### src/rtl/alu_reservation_station.sv
// Integer ALU reservation station: issues into the lowest free slot, snoops both CDBs, and dispatches the lowest ready slot.
// Latency is 1 cycle from operands-valid to a registered broadcast; an issue while full (available=0) is dropped.
module alu_reservation_station #(
   parameter int ENTRIES  = 4,
   parameter int ROB_W    = 3,
   parameter int TYPE_ALU = 1
) (
   input  logic                        clock,
   input  logic                        reset,
   input  logic                        funcUnitEnable,
   input  logic [2:0]                  operatorType,
   input  logic [2:0]                  operatorSubType,
   input  logic                        operatorFlag,
   input  logic [ROB_W-1:0]            robNum,
   input  logic [31:0]                 data1,
   input  logic [31:0]                 data2,
   input  logic [ROB_W-1:0]            q1,
   input  logic [ROB_W-1:0]            q2,
   input  logic                        ready1,
   input  logic                        ready2,
   input  logic [31:0]                 value1,
   input  logic [31:0]                 value2,
   input  logic                        CDBiscast,
   input  logic [ROB_W-1:0]            CDBrobNum,
   input  logic [31:0]                 CDBdata,
   input  logic                        CDBiscast2,
   input  logic [ROB_W-1:0]            CDBrobNum2,
   input  logic [31:0]                 CDBdata2,
   output logic                        available,
   output logic [$clog2(ENTRIES)-1:0]  index,
   output logic                        broadcast,
   output logic [ROB_W-1:0]            robNum_out,
   output logic [31:0]                 data_out
);

   localparam int IDX_W = $clog2(ENTRIES);

   logic [ENTRIES-1:0] busy;
   logic [2:0]         op_q   [ENTRIES];
   logic               flag_q [ENTRIES];
   logic [ROB_W-1:0]   rob_q  [ENTRIES];
   logic [31:0]        v1_q   [ENTRIES];
   logic [31:0]        v2_q   [ENTRIES];
   logic [ROB_W-1:0]   t1_q   [ENTRIES];
   logic [ROB_W-1:0]   t2_q   [ENTRIES];

   logic               disp_vld;
   logic [IDX_W-1:0]   disp_idx;
   logic [31:0]        disp_res;
   logic               issue_vld;
   logic [ROB_W+31:0]  opnd1, opnd2;

   // Returns {pending tag, value}; a zero tag means the value is already usable.
   function automatic logic [ROB_W+31:0] resolve(
      input logic [ROB_W-1:0] q, input logic rdy, input logic [31:0] d, input logic [31:0] v,
      input logic c1, input logic [ROB_W-1:0] c1_tag, input logic [31:0] c1_dat,
      input logic c2, input logic [ROB_W-1:0] c2_tag, input logic [31:0] c2_dat);
      if (q == '0)                 return {{ROB_W{1'b0}}, d};
      else if (rdy)                return {{ROB_W{1'b0}}, v};
      else if (c1 && c1_tag == q)  return {{ROB_W{1'b0}}, c1_dat};
      else if (c2 && c2_tag == q)  return {{ROB_W{1'b0}}, c2_dat};
      else                         return {q, 32'd0};
   endfunction

   function automatic logic [31:0] alu(input logic [2:0] op, input logic uns,
                                       input logic [31:0] a, input logic [31:0] b);
      case (op)
         3'd0:    return a + b;
         3'd1:    return a - b;
         3'd2:    return a & b;
         3'd3:    return a | b;
         3'd4:    return a ^ b;
         3'd5:    return uns ? {31'd0, a < b} : {31'd0, $signed(a) < $signed(b)};
         3'd6:    return a << b[4:0];
         default: return a >> b[4:0];
      endcase
   endfunction

   // Descending scans so the lowest-numbered qualifying slot wins.
   always_comb begin
      available = 1'b0;
      index     = '0;
      disp_vld  = 1'b0;
      disp_idx  = '0;
      for (int i = ENTRIES - 1; i >= 0; i--) begin
         if (!busy[i]) begin
            available = 1'b1;
            index     = i[IDX_W-1:0];
         end
         if (busy[i] && t1_q[i] == '0 && t2_q[i] == '0) begin
            disp_vld = 1'b1;
            disp_idx = i[IDX_W-1:0];
         end
      end
   end

   assign disp_res  = alu(op_q[disp_idx], flag_q[disp_idx], v1_q[disp_idx], v2_q[disp_idx]);
   assign issue_vld = funcUnitEnable && (operatorType == TYPE_ALU[2:0]) && available;
   assign opnd1 = resolve(q1, ready1, data1, value1, CDBiscast, CDBrobNum, CDBdata,
                          CDBiscast2, CDBrobNum2, CDBdata2);
   assign opnd2 = resolve(q2, ready2, data2, value2, CDBiscast, CDBrobNum, CDBdata,
                          CDBiscast2, CDBrobNum2, CDBdata2);

   always_ff @(posedge clock) begin
      if (reset) begin
         busy       <= '0;
         broadcast  <= 1'b0;
         robNum_out <= '0;
         data_out   <= '0;
      end else begin
         broadcast <= disp_vld;
         if (disp_vld) begin
            data_out      <= disp_res;
            robNum_out    <= rob_q[disp_idx];
            busy[disp_idx] <= 1'b0;
         end
         // The issue slot is free before this edge, so snooping never touches it.
         for (int i = 0; i < ENTRIES; i++) begin
            if (busy[i]) begin
               if (t1_q[i] != '0) begin
                  if (CDBiscast && CDBrobNum == t1_q[i]) begin
                     v1_q[i] <= CDBdata;
                     t1_q[i] <= '0;
                  end else if (CDBiscast2 && CDBrobNum2 == t1_q[i]) begin
                     v1_q[i] <= CDBdata2;
                     t1_q[i] <= '0;
                  end
               end
               if (t2_q[i] != '0) begin
                  if (CDBiscast && CDBrobNum == t2_q[i]) begin
                     v2_q[i] <= CDBdata;
                     t2_q[i] <= '0;
                  end else if (CDBiscast2 && CDBrobNum2 == t2_q[i]) begin
                     v2_q[i] <= CDBdata2;
                     t2_q[i] <= '0;
                  end
               end
            end
         end
         if (issue_vld) begin
            busy[index]   <= 1'b1;
            op_q[index]   <= operatorSubType;
            flag_q[index] <= operatorFlag;
            rob_q[index]  <= robNum;
            t1_q[index]   <= opnd1[ROB_W+31:32];
            v1_q[index]   <= opnd1[31:0];
            t2_q[index]   <= opnd2[ROB_W+31:32];
            v2_q[index]   <= opnd2[31:0];
         end
      end
   end

endmodule

### config.mk
export PLATFORM = sky130hd
export DESIGN_NAME = alu_reservation_station
export DESIGN_NICKNAME = d
export VERILOG_FILES = /design/src/rtl/alu_reservation_station.sv
export SDC_FILE = /design/constraint.sdc
export NUM_CORES = 1
export LEC_CHECK = 0
export BUFFER_PORTS_ARGS = -buffer_cell sky130_fd_sc_hd__buf_2
export CORE_MARGIN = 4
export CORE_UTILIZATION = 35
export CTS_CLUSTER_DIAMETER = 80
export DETAILED_ROUTE_END_ITERATION = 7
export RECOVER_POWER = 50
export SYNTH_ARGS = -nofsm -noshare
export SYNTH_HDL_FRONTEND = slang
export SYNTH_SLANG_ARGS = --single-unit
### constraint.sdc
create_clock -name clock -period 8.7 [get_ports clock]
set_clock_uncertainty 0.15 [all_clocks]
set_input_delay 0.87 -clock clock [delete_from_list [all_inputs] [get_ports clock]]
set_output_delay 0.87 -clock clock [all_outputs]
set_load 0.01 [all_outputs]
==> flow_summary.yaml <==
sta:
  hold-worst-slack_ns: 0.341
  drv_slew: 506
  max_slew.worst_pin.slew_ns: 3.47
  relSlewSlack: -1.31
  fin_crit_ns: 7.22
  rsz0062_at_grt: "false"
  hold_viol: 0
  fin_crit_sh: 0.830
  max_freq_mhz: 138
  finalSetupViolCount: 0
  fin_setup_tns_ns: 0
final_layout:
  nets: 3874
  design_area_um2: 32800
  fin_cells: 4656
  area.sequential_um2: 10000
  fill_cells: 8329
  antenna_cells: 0
  area_growth_pct: 11.8
  drive_above_1_share: 0.163
  multiInputGateArea_um2: 17600
synth:
  synth_ff_type: "edfxtp_1"
  synth_area_leaders: "edfxtp_1, mux2i_1, o21ai_0"
  synthesis.nets: 3809
  ys_seq_area_frac: 0.343
  yosysWarnings: 0
  syn_area_um2: 29300
  netlist_top_cells_count: "nand2_1, nor2_1, o21ai_0"
  yosys.cell_count.top_type: "nand2_1"
  synth_largest_area_cell: "edfxtp_1"
  synth_cell_types: 94
  synth_cells: 3487
  netlist.area_leader.share: 0.315
  syn_area_per_cell_um2: 8.41
  synth-async-reset-ratio: 0
  synth_edf_count: 308
  synth-seq-cells: 348
pwr:
  power_frac_clock: 0.449
  pwr-share-seq: 0.425
  pwr-share-comb: 0.126
  p_sw_frac: 0.265
  total_power_mw: 4.29
  worst_ir_drop_vdd_uv: 142
  p_per_area_nw_per_um2: 131
  p_int_mw: 3.15
  p_leak_nw: 12.9
  net-switching-power_mw: 1.14
min_path:
  min_path_cells: 2
  holdCritPathClass: "register to register"
drt:
  wirelength_um: 124000
  via_count: 28300
  wire_per_inst_um: 26.7
  via_per_inst: 6.07
  first_pass_iters: 8
  drtIter0Drc: 3351
  drc_errors: 8
  ant_nets: 0
die:
  initial_core_util: 0.355
  ios: 260
  die_x_um: 298
  fp-row-count: 105
  dieArea_um2: 88500
  fp.dieH_um: 298
  core_um2: 82600
place:
  dp_hpwl_um: 86500
  placed_area_um2: 31400
  dp_cells: 4576
  place.gp.congestion: 0.980
  port_buffers: 259
critical_path:
  cpPeakStageDelay_ns: 2.32
  worstSetupPathType: "input pin to register"
  start_kind: "input pin"
  reg2reg_depth: 16
  crit_fanout: 73
  cp.required_ns: 8.76
  r2r_slack_ns: 2.00
  endpoint_kind: "register"
  cp_slowest_cell: "clkbuf_1"
  cp_data_arrival_time_ns: 7.28
  crit_top_cell: "clkbuf_1"
  crit_path_cell_trace: "clkbuf_1, clkbuf_1, nand2b_1, or3_2, clkbuf_1, o311ai_0, clkbuf_1"
clocking:
  cts_tree: "built"
  clock_latency_ns: 0.61
  htreeDepth: 2
  cts_buffers: 44
  path_clk_slew_ns: 0.06
  clk_path_buf_depth: 3
  post_cts_resized: 0
  root_buffer: "clkbuf_16"
  holdBufCountCts: 0
  numClockSinks: 348
  cts_setup_buffers: 0
global_routing:
  grt_max_degree: 75
  grt_remaining_overflow: 0
  first_global_vias: 26400
  track_usage: 0.266
  antenna_found_initial: 2
  grt_pass1_wl_um: 180000
outcome:
  status: "complete, but fails checks"
  failed_checks: "DRC, capacitance limit, slew limit"
job:
  max-cap-violations: 10
final timing paths:
path	start	to
setup / recovery	reset	v2_q[2][23]$_DFFE_PP_
hold / removal	robNum_out[1]$_SDFFE_PP0N_	robNum_out[1]$_SDFFE_PP0N_
setup reg to reg	t2_q[3][0]$_SDFFCE_PN0P_	data_out[31]$_SDFFE_PP0N_
hold reg to reg	robNum_out[1]$_SDFFE_PP0N_	robNum_out[1]$_SDFFE_PP0N_
layer usage:
metal	share of wire	GRT usage	vias to the layer above
li1	-	-	12900
met1	0.41	0.359	13400
met2	0.45	0.424	1632
met3	0.094	0.0452	339
met4	0.049	0.113	0
met5	0	0	-
metrics by stage:
| stage | utilization | worst slack (ns) |
|---|---|---|
| final | 0.397 | 1.48 |
| after global routing | 0.397 | 1.12 |
| after CTS | 0.399 | 2.09 |
| after detailed placement | 0.380 | 2.17 |
| after global placement | 0.380 | 2.27 |
| after floorplan | - | 2.24 |
power by group through the flow:
stage / Combinational, mW / Sequential [mW] / Clock (mW)
2_1_floorplan: 0.327 / 1.86 / 0
3_3_place_gp: 0.522 / 1.86 / 0
3_5_place_dp: 0.526 / 1.86 / 0
4_1_cts: 0.529 / 1.82 / 1.94
5_1_grt: 0.580 / 1.82 / 2.01
6_report: 0.541 / 1.83 / 1.92
placed cells by master, fill, tap and decap left out, drive strengths merged, types with 15 or more instances in the layout:
master,count
clkbuf,115
mux2i,280
edfxtp,308
xnor2,62
o21bai,17
nand2,440
mux2,136
a311oi,18
o21ai,361
a221oi,17
nor4,19
nand2b,15
buf,292
ha,99
a22oi,43
o21a,31
o22ai,85
o211ai,25
nor2,366
a211oi,33
nor3,84
inv,99
dfxtp,40
o31ai,18
a21oi,240
nand3,81
nand4,26
and3,22
flip-flops by register name, summed over array words and instances, names as in the netlist:
name and flops:
v1_q 128, v2_q 128, data_out 32, op_q 12
rob_q 12, t1_q 12, t2_q 12, busy 4
flag_q 4, robNum_out 3, broadcast 1
logic make-up (layout without fill, tap and decap cells):
logic type	count (synthesis)	after routing	synth area share
simple gates	1119	1119	0.171
compound gates	1005	1005	0.212
buf+inv	428	527	0.0604
mux	416	416	0.149
flops	348	348	0.343
fa+ha+maj	101	101	0.0436
xor+xnor	70	70	0.0209
worst max-delay path, delay by kind of cell:
family	cells	cell delay [ns]
AOI/OAI and AO/OA	1	0.71
buffers and inverters	4	5.27
and+or+nand+nor	2	0.38
area by class of cell:
class	instances	share of cell area
Clock buffer	58	0.0361
Clock inverter	22	0.00992
Inverter	98	0.0115
Multi-Input combinational cell	2711	0.538
Sequential cell	348	0.306
Tap cell	1070	0.0408
Timing Repair Buffer	349	0.0572
(Power assumes the default switching activity.)
